===== src/rtl/dac_output_sequencer.sv =====
// rtl/dac_output_sequencer.sv - mute-windowed mode switch between DDS and direct AXIS sources for the RFDC DAC
module dac_output_sequencer #(
    parameter int AXIS_DATA_WIDTH = 256,
    parameter int MUTE_BEATS      = 16,
    parameter int CNT_WIDTH       = 16
) (
    input  logic                       s_axi_aclk,
    input  logic                       s_axi_aresetn,
    input  logic                       dac_mode_req,
    input  logic [AXIS_DATA_WIDTH-1:0] dds_tdata,
    input  logic                       dds_tvalid,
    input  logic [AXIS_DATA_WIDTH-1:0] direct_tdata,
    input  logic                       direct_tvalid,
    output logic                       direct_tready,
    output logic [AXIS_DATA_WIDTH-1:0] m00_axis_tdata,
    output logic                       m00_axis_tvalid,
    input  logic                       m00_axis_tready,
    output logic                       dac_mode_active,
    output logic                       switch_busy,
    output logic [CNT_WIDTH-1:0]       underrun_count,
    output logic [CNT_WIDTH-1:0]       dds_drop_count
);
    localparam int MCW = $clog2(MUTE_BEATS + 1);
    localparam logic [MCW-1:0] MUTE_INIT = MCW'(MUTE_BEATS);

    typedef enum logic [1:0] {
        ST_MUTE       = 2'd0,
        ST_RUN_DDS    = 2'd1,
        ST_RUN_DIRECT = 2'd2
    } state_t;

    state_t                     state_q, state_d;
    logic [MCW-1:0]             mute_cnt_q, mute_cnt_d;
    logic                       mode_q, mode_d;
    logic                       busy_q, busy_d;
    logic [AXIS_DATA_WIDTH-1:0] tdata_q, tdata_d;
    logic                       tvalid_q;
    logic [CNT_WIDTH-1:0]       underrun_q, drop_q;
    logic                       load, underrun_inc, drop_inc;

    always_comb begin
        load          = !tvalid_q || m00_axis_tready;
        state_d       = state_q;
        mute_cnt_d    = mute_cnt_q;
        mode_d        = mode_q;
        busy_d        = busy_q;
        tdata_d       = tdata_q;
        direct_tready = 1'b0;
        underrun_inc  = 1'b0;
        drop_inc      = 1'b0;
        case (state_q)
            ST_MUTE: begin
                // Each zero beat taken into the output slot uses up one window position;
                // the mode request is only looked at when the last one is taken.
                if (load) begin
                    tdata_d = '0;
                    if (mute_cnt_q <= MCW'(1)) begin
                        mute_cnt_d = '0;
                        mode_d     = dac_mode_req;
                        busy_d     = 1'b0;
                        state_d    = dac_mode_req ? ST_RUN_DIRECT : ST_RUN_DDS;
                    end else begin
                        mute_cnt_d = mute_cnt_q - 1'b1;
                    end
                end
            end
            ST_RUN_DDS: begin
                if (load) tdata_d = dds_tvalid ? dds_tdata : '0;
                drop_inc = dds_tvalid && !load;
            end
            ST_RUN_DIRECT: begin
                direct_tready = load;
                if (load) tdata_d = direct_tvalid ? direct_tdata : '0;
                underrun_inc = load && !direct_tvalid;
            end
            default: state_d = ST_MUTE;
        endcase
        // The beat loaded this cycle still came from the old source above.
        if ((state_q != ST_MUTE) && (dac_mode_req != mode_q)) begin
            state_d    = ST_MUTE;
            mute_cnt_d = MUTE_INIT;
            busy_d     = 1'b1;
        end
    end

    always_ff @(posedge s_axi_aclk or negedge s_axi_aresetn) begin
        if (!s_axi_aresetn) begin
            state_q    <= ST_MUTE;
            mute_cnt_q <= MUTE_INIT;
            mode_q     <= 1'b0;
            busy_q     <= 1'b1;
            tdata_q    <= '0;
            tvalid_q   <= 1'b0;
            underrun_q <= '0;
            drop_q     <= '0;
        end else begin
            state_q    <= state_d;
            mute_cnt_q <= mute_cnt_d;
            mode_q     <= mode_d;
            busy_q     <= busy_d;
            tdata_q    <= tdata_d;
            tvalid_q   <= 1'b1;
            if (underrun_inc && (underrun_q != '1)) underrun_q <= underrun_q + 1'b1;
            if (drop_inc && (drop_q != '1)) drop_q <= drop_q + 1'b1;
        end
    end

    assign m00_axis_tdata  = tdata_q;
    assign m00_axis_tvalid = tvalid_q;
    assign dac_mode_active = mode_q;
    assign switch_busy     = busy_q;
    assign underrun_count  = underrun_q;
    assign dds_drop_count  = drop_q;

endmodule


===== config.mk =====
export PLATFORM = sky130hd
export DESIGN_NAME = dac_output_sequencer
export DESIGN_NICKNAME = d
export VERILOG_FILES = /design/src/rtl/dac_output_sequencer.sv
export SDC_FILE = /design/constraint.sdc
export NUM_CORES = 1
export LEC_CHECK = 0
export ABC_AREA = 1
export BUFFER_PORTS_ARGS = -buffer_cell sky130_fd_sc_hd__buf_2
export CORE_AREA = 2 2 316 318
export DETAILED_ROUTE_END_ITERATION = 7
export DIE_AREA = 0 0 318 320
export PLACE_DENSITY = 0.37
export SETUP_SLACK_MARGIN = 0.3
export SLEW_MARGIN = 20
export SYNTH_ARGS = -nofsm -noshare
export SYNTH_HDL_FRONTEND = slang
export SYNTH_SLANG_ARGS = --single-unit

===== constraint.sdc =====
create_clock -name s_axi_aclk -period 1.8 [get_ports s_axi_aclk]
set_input_delay 0.27 -clock s_axi_aclk [delete_from_list [all_inputs] [get_ports s_axi_aclk]]
set_output_delay 0.27 -clock s_axi_aclk [all_outputs]
set_load 0.01 [all_outputs]

# Yosys cells after proc, flatten, opt, wreduce, memory -nomap -nowiden
# Index checks and enable logic that the tools add are counted.
[totals]
ff_bits = 298
inputBits = 518
output_inout_bits = 292
elab_cells = 66
[classes]
addsub = 3
n_lt_le_gt_ge = 1
n_eq_ne = 11
mux = 22
n_reduce_logical = 21
[op_table]
columns = ["cell", "n"]
rows = [
  ["two-way mux 256 bit", 5],
  ["case mux 256 bit (3 select lines)", 1],
  ["adder 16 x 1 -> 16 bit, second input constant", 2],
  ["!= test 16 bit, second input constant", 2],
  ["two-way mux 5 bit", 4],
  ["AND reduction 3 bit", 3],
  ["two-way mux 2 bit", 4],
  ["nonzero test 2 bit", 4],
  ["two-way mux 1 bit", 7],
  ["!= test 2 bit, second input constant", 3],
  ["!= test 3 bit, second input constant", 2],
  ["less-or-equal comparator 5 x 1 -> 1 bit, second input constant", 1],
  ["logical AND 1 bit", 5],
  ["subtractor 5 x 1 -> 5 bit, second input constant", 1],
  ["case mux 2 bit (2 select lines)", 1],
  ["AND reduction 4 bit", 1],
  ["logical NOT 1 bit", 3],
  ["nonzero test 3 bit", 1],
  ["equality test 2 x 1 -> 1 bit, second input constant", 1],
  ["equality test 2 bit, second input constant", 1],
  ["logical NOT 2 bit", 1],
  ["!= test 2 x 1 -> 1 bit, second input constant", 1],
  ["AND reduction 2 bit", 1],
  ["OR reduction 2 bit", 1],
  ["other kinds (2)", 2],
]

# Longest topological paths before layout
[depth]
word_depth = 6
ltp_mapped = 11
depth_no_buf = 10

# Worst setup path before layout
# No wires, ideal clock.
[synth_path]
kind = "flip-flop to flip-flop"
from = "reg state_q[0]"
to = "reg tdata_q[151] (netlist: m00_axis_tdata[151])"
setup_ps = 83
arrival_time_ps = 1497
required_time_ps = 1717
path_slack_ps = 220
path_stages_with_launch = 8
n_path_buf = 3
synth_period_minus_slack_ps = 1580
cell_sequence = "dfrtp_1 > inv_1 > ha_1 > buf_2 > clkbuf_1 > clkbuf_1 > nand3_1 > o21ai_0"
[synth_between]
elab_chain_cells = 3
elab_cells_between_ends = 9
classes_between = "eq/ne: 5; mux: 1; reduce/logical: 3"
[synth_lines]
columns = ["element", "line_no", "text"]
rows = [
  ["from (decl)", "32", "state_t state_q, state_d;"],
  ["from (signal assigned)", "97", "state_q <= state_d;"],
  ["equality test 2 x 1 -> 1 bit (tied with other cells)", "51", "case (state_q)"],
  ["!= test 2 bit (no line) or nonzero test 3 bit (tied branches)", "-", ""],
  ["AND reduction 4 bit (no line)", "-", ""],
  ["to (signal assigned)", "101", "tdata_q <= tdata_d;"],
  ["to (decl)", "36", "logic [AXIS_DATA_WIDTH-1:0] tdata_q, tdata_d;"],
]
# Several ways; a longest one is shown, not always the timed one.
# A chain may end at the register's enable or synchronous reset.

# Worst setup path after layout
[layout_path]
from = "reg state_q[1]"
to = "reg tdata_q[36] (netlist: m00_axis_tdata[36])"
# Same word-level chain as after synthesis.

==> summary.md <==
| Metric | Value |
|---|---|
| Final hold vios | `0` |
| Critical Path Start | `state_q[1]$_DFFE_PN0P_` |
| Max-slew headroom | `0.6646` |
| Crit path top cell by count | `buf_6` |
| Routed length per placed instance | `18.24 um` |
| CP peak stage delay | `0.39 ns` |
| Worst vdd ir | `roughly 560 uV` |
| Fin Clk Skew | `0.02650 ns` |
| GRT Overall Usage | `0.1530` |
| Core area | `slightly below 100000 sq um` |
| Met2 usage | `0.2586` |
| CTS H-Tree Depth | `2` |
| Placed cell area | `23510 sq um` |
| Crit-path cells | `buf_6 > ha_4 > buf_6 > nor2_4 > a21oi_4 > buf_12 > buf_6 > buf_16 > bufbuf_16 > nand3_1 > o21ai_0` |
| DR vias | `19.45k` |
| GRT met3 Usage | `0.03793` |
| Layout area overhead | `56.87%` |
| Cell area after layout | `26870 sq um` |
| 1st-iter DRT viols | `1163` |
| CTS tree | `built` |
| GRT Max-Usage Layer | `met2` |
| Area of the multi-input gates | `7955 sq um` |
| Die ar. | `~100000 sq um` |
| Row count | `115` |
| Layout cell share with drive strength beyond 1 | `0.3709` |
| Worst setup path end | `m00_axis_tdata[36]$_DFFE_PN0P_` |
| Final worst slack | `-0.1296 ns` |
| CP Buf/Inv Count | `6` |
| Die span in y | `320 um` |
| Critical path launch point type | `register` |
| Total grt overflow | `0` |
| Mapped Cells | `2356` |
| Register area share after synthesis | `0.4354` |
| Worst R2R Path Depth | `11` |
| Routability congestion estimate from global placement | `0.8191` |
| Top cell type's share of synthesized area | `0.4324` |
| Met1 Track Usage GR | `0.1907` |
| DRT antenna net count | `0` |
| Via density per instance | `4.268` |
| # setup viols final | `a little over 200` |
| Top cells by area, synth | `dfrtp_1, nand3_1, nand2_1` |
| Drc violations | `0` |
| CP delay by family, top | `buffers and inverters` |
| FF/Latch Area | `7460 sq um` |
| Setup_tns | `-11.96 ns` |
| FF-to-FF End | `m00_axis_tdata[36]$_DFFE_PN0P_` |
| Type of the worst min-delay path | `in2reg` |
| Post-Syn Area | `between 15000 and 20000 sq um` |
| Synthesized area per cell | `7.271 sq um` |
| Vias in the first global route | `19.29k` |
| CP Depth | `11` |
| Final min period | `approximately 1.9 ns` |
| Ports | `810` |
| Worst-Margin Slew | `0.5031 ns` |
| Unrepaired setup endpoints after global routing | `true` |
| Final WL | `83120 um` |
| Hold WS | `0.06273 ns` |
| Clk_lat worst skew | `0.58 ns` |
| DR pass1 iterations | `5` |
| Worst-path maximum fanout | `11` |
| Fin cells | `between 4k and 5k` |
| CP Class | `reg2reg` |
| Pin count of the biggest net entering global routing | `70` |
| Clk sink count | `between 200 and 300` |
| FILL cells | `10.92k` |
| Final core occ | `0.2743` |
| Initial antenna violation count | `4` |
| Port bufs | `approximately 810` |
| Nets | `3766` |
| Hpwl dp | `59690 um` |
| Failing checks | `setup timing` |
| Max Slew Vio Count | `0` |
| Die width | `318 um` |
| Crit. End Element | `register` |
| CTS Root Cell | `clkbuf_16` |
| Power Dens Cells | `1265 nW/um^2` |
| Max Buffers Root-to-Sink | `3` |
| CTS Buf Count | `40` |
| Status | `finished, violations left` |
| R2R setup slack | `-0.13 ns` |
| First-pass GRT wire length | `approximately 120000 um` |
| Worst Path Arrival | `2.40 ns` |
| Initial Utilization | `0.1748` |
| Max Cap Viol | `0` |
| Worst path slowest cell | `dfrtp_1` |
| Final critical-path share of the clock period | `1.072` |
| Worst-path clk slew | `0.06 ns` |
| Crit Reg-Reg Startpoint | `state_q[1]$_DFFE_PN0P_` |
| Leakage | `about 14 nW` |
| Number of synthesized register bits | `298` |
| Mapped Nets | `just under 3k` |
| Largest area contributor in the netlist | `dfrtp_1` |
| Worst Path Required | `between 2 and 2.5 ns` |
| DP Cell Count | `4412` |
| FMAX | `0.5182 GHz` |
| Hold path depth | `5` |
| Distinct cells, synth | `30` |
| Syn. warnings | `0` |
synth_stat cells, drive strengths merged:
cell type	instances
inv	293
o21ai	271
nor3	3
xor2	1
a21oi	4
nand3	787
clkbuf	36
nand4	13
buf	170
nand2	409
a21boi	1
o21bai	1
dfstp	2
xnor2	14
ha	7
o22ai	2
and2b	1
conb	1
dfrtp	296
nor2	44
metal layers:
layer	part of all wire	up-vias
met3	0.068	104
met4	0.029	6
met2	0.48	720
li1	-	9558
met1	0.42	9057
met5	0.00043	-
report_power, final:
group | switching [mW] | leakage, nW | internal [mW]
combinational | 10.1 | 8.82 | 8.00
clock | 3.26 | 0.638 | 4.92
sequential | 0.405 | 4.13 | 7.32
worst register-to-register path, cell delays in order (launching register included):
cell and delay (ns):
dfrtp_1 0.39, buf_6 0.13, ha_4 0.16, buf_6 0.12, nor2_4 0.09, a21oi_4 0.07
buf_12 0.15, buf_6 0.14, buf_16 0.15, bufbuf_16 0.28, nand3_1 0.06, o21ai_0 0.07
layout make-up:
type	count	share of cell area
multi-input combinational	1559	0.2960
sequential	298	0.2776
timing repair buffer	1049	0.2766
tap	1287	0.05992
clock buffer	57	0.04190
inverter	293	0.04139
clock inverter	12	0.006518
antenna	1	0.00009312
metrics by stage:
stage	setup WS, ns	power (mW)
after global routing	-0.2294	36.20
after global placement	-0.02912	20.88
after detailed placement	-0.09853	20.68
final	-0.1296	34.00
after floorplan	0.2391	14.94
after CTS	-0.1709	32.39
cells by family after synthesis:
family,Yosys count,synth area share
AND/OR/NAND/NOR,1257,0.3379
buffers and inverters,499,0.1304
flip-flops,298,0.4354
AO/OA/AOI/OAI,279,0.08326
XOR/XNOR,15,0.007669
adder cells (fa/ha/maj),7,0.005112
other,1,0.0002189
layout by cell type (no fill, tap or decap), types with 2 or more instances in the layout:
cell type	instances
ha_1	2
dlygate4sd3_1	11
nand2_4	2
inv_6	4
clkbuf_16	61
buf_12	41
nand3_4	6
nand4_1	13
ha_4	4
nand2_2	8
inv_1	287
buf_16	24
nand2_1	399
o22ai_1	2
inv_4	2
dfrtp_1	296
nor2_4	3
buf_4	110
inv_2	3
clkbuf_1	12
clkinv_2	4
nand3_1	731
clkbuf_8	6
nor2_1	40
nand3_2	50
a21oi_1	3
buf_6	24
o21ai_2	30
o21ai_1	120
buf_2	806
nor3_1	2
dfstp_2	2
xnor2_1	14
bufinv_16	4
o21ai_0	120
buf_8	10
state kept, by name, indices dropped and copies added (netlist names):
name / flops
dds_drop_count: 16
mute_cnt_q: 5
m00_axis_tvalid: 1
m00_axis_tdata: 256
dac_mode_active: 1
underrun_count: 16
state_q: 2
switch_busy: 1
repair_timing:
| item | CTS | global route |
|---|---|---|
| endpoints found under the setup margin | 331 | 334 |
| gates cloned | 18 | 23 |
| gates resized for setup | 155 | 178 |
| pin swaps | 4 | 7 |
| hold endpoints to repair | 213 | 0 |
| buffers inserted | 19 | 3 |
| hold buffers | 11 | 0 |
how the worst min path moves through the flow:
stage / from / slack (ns) / to
finish: direct_tdata[160] / 0.06 / m00_axis_tdata[160]$_DFFE_PN0P_
CTS: direct_tdata[246] / 0.0003 / m00_axis_tdata[246]$_DFFE_PN0P_
global placement: s_axi_aresetn / 0.20 / m00_axis_tdata[210]$_DFFE_PN0P_
global route: direct_tdata[140] / 0.05 / m00_axis_tdata[140]$_DFFE_PN0P_
floorplan: s_axi_aresetn / -0.03 / dac_mode_active$_DFFE_PN0P_
detailed placement: s_axi_aresetn / 0.20 / m00_axis_tdata[210]$_DFFE_PN0P_
Power figures use the tool's default switching activity.
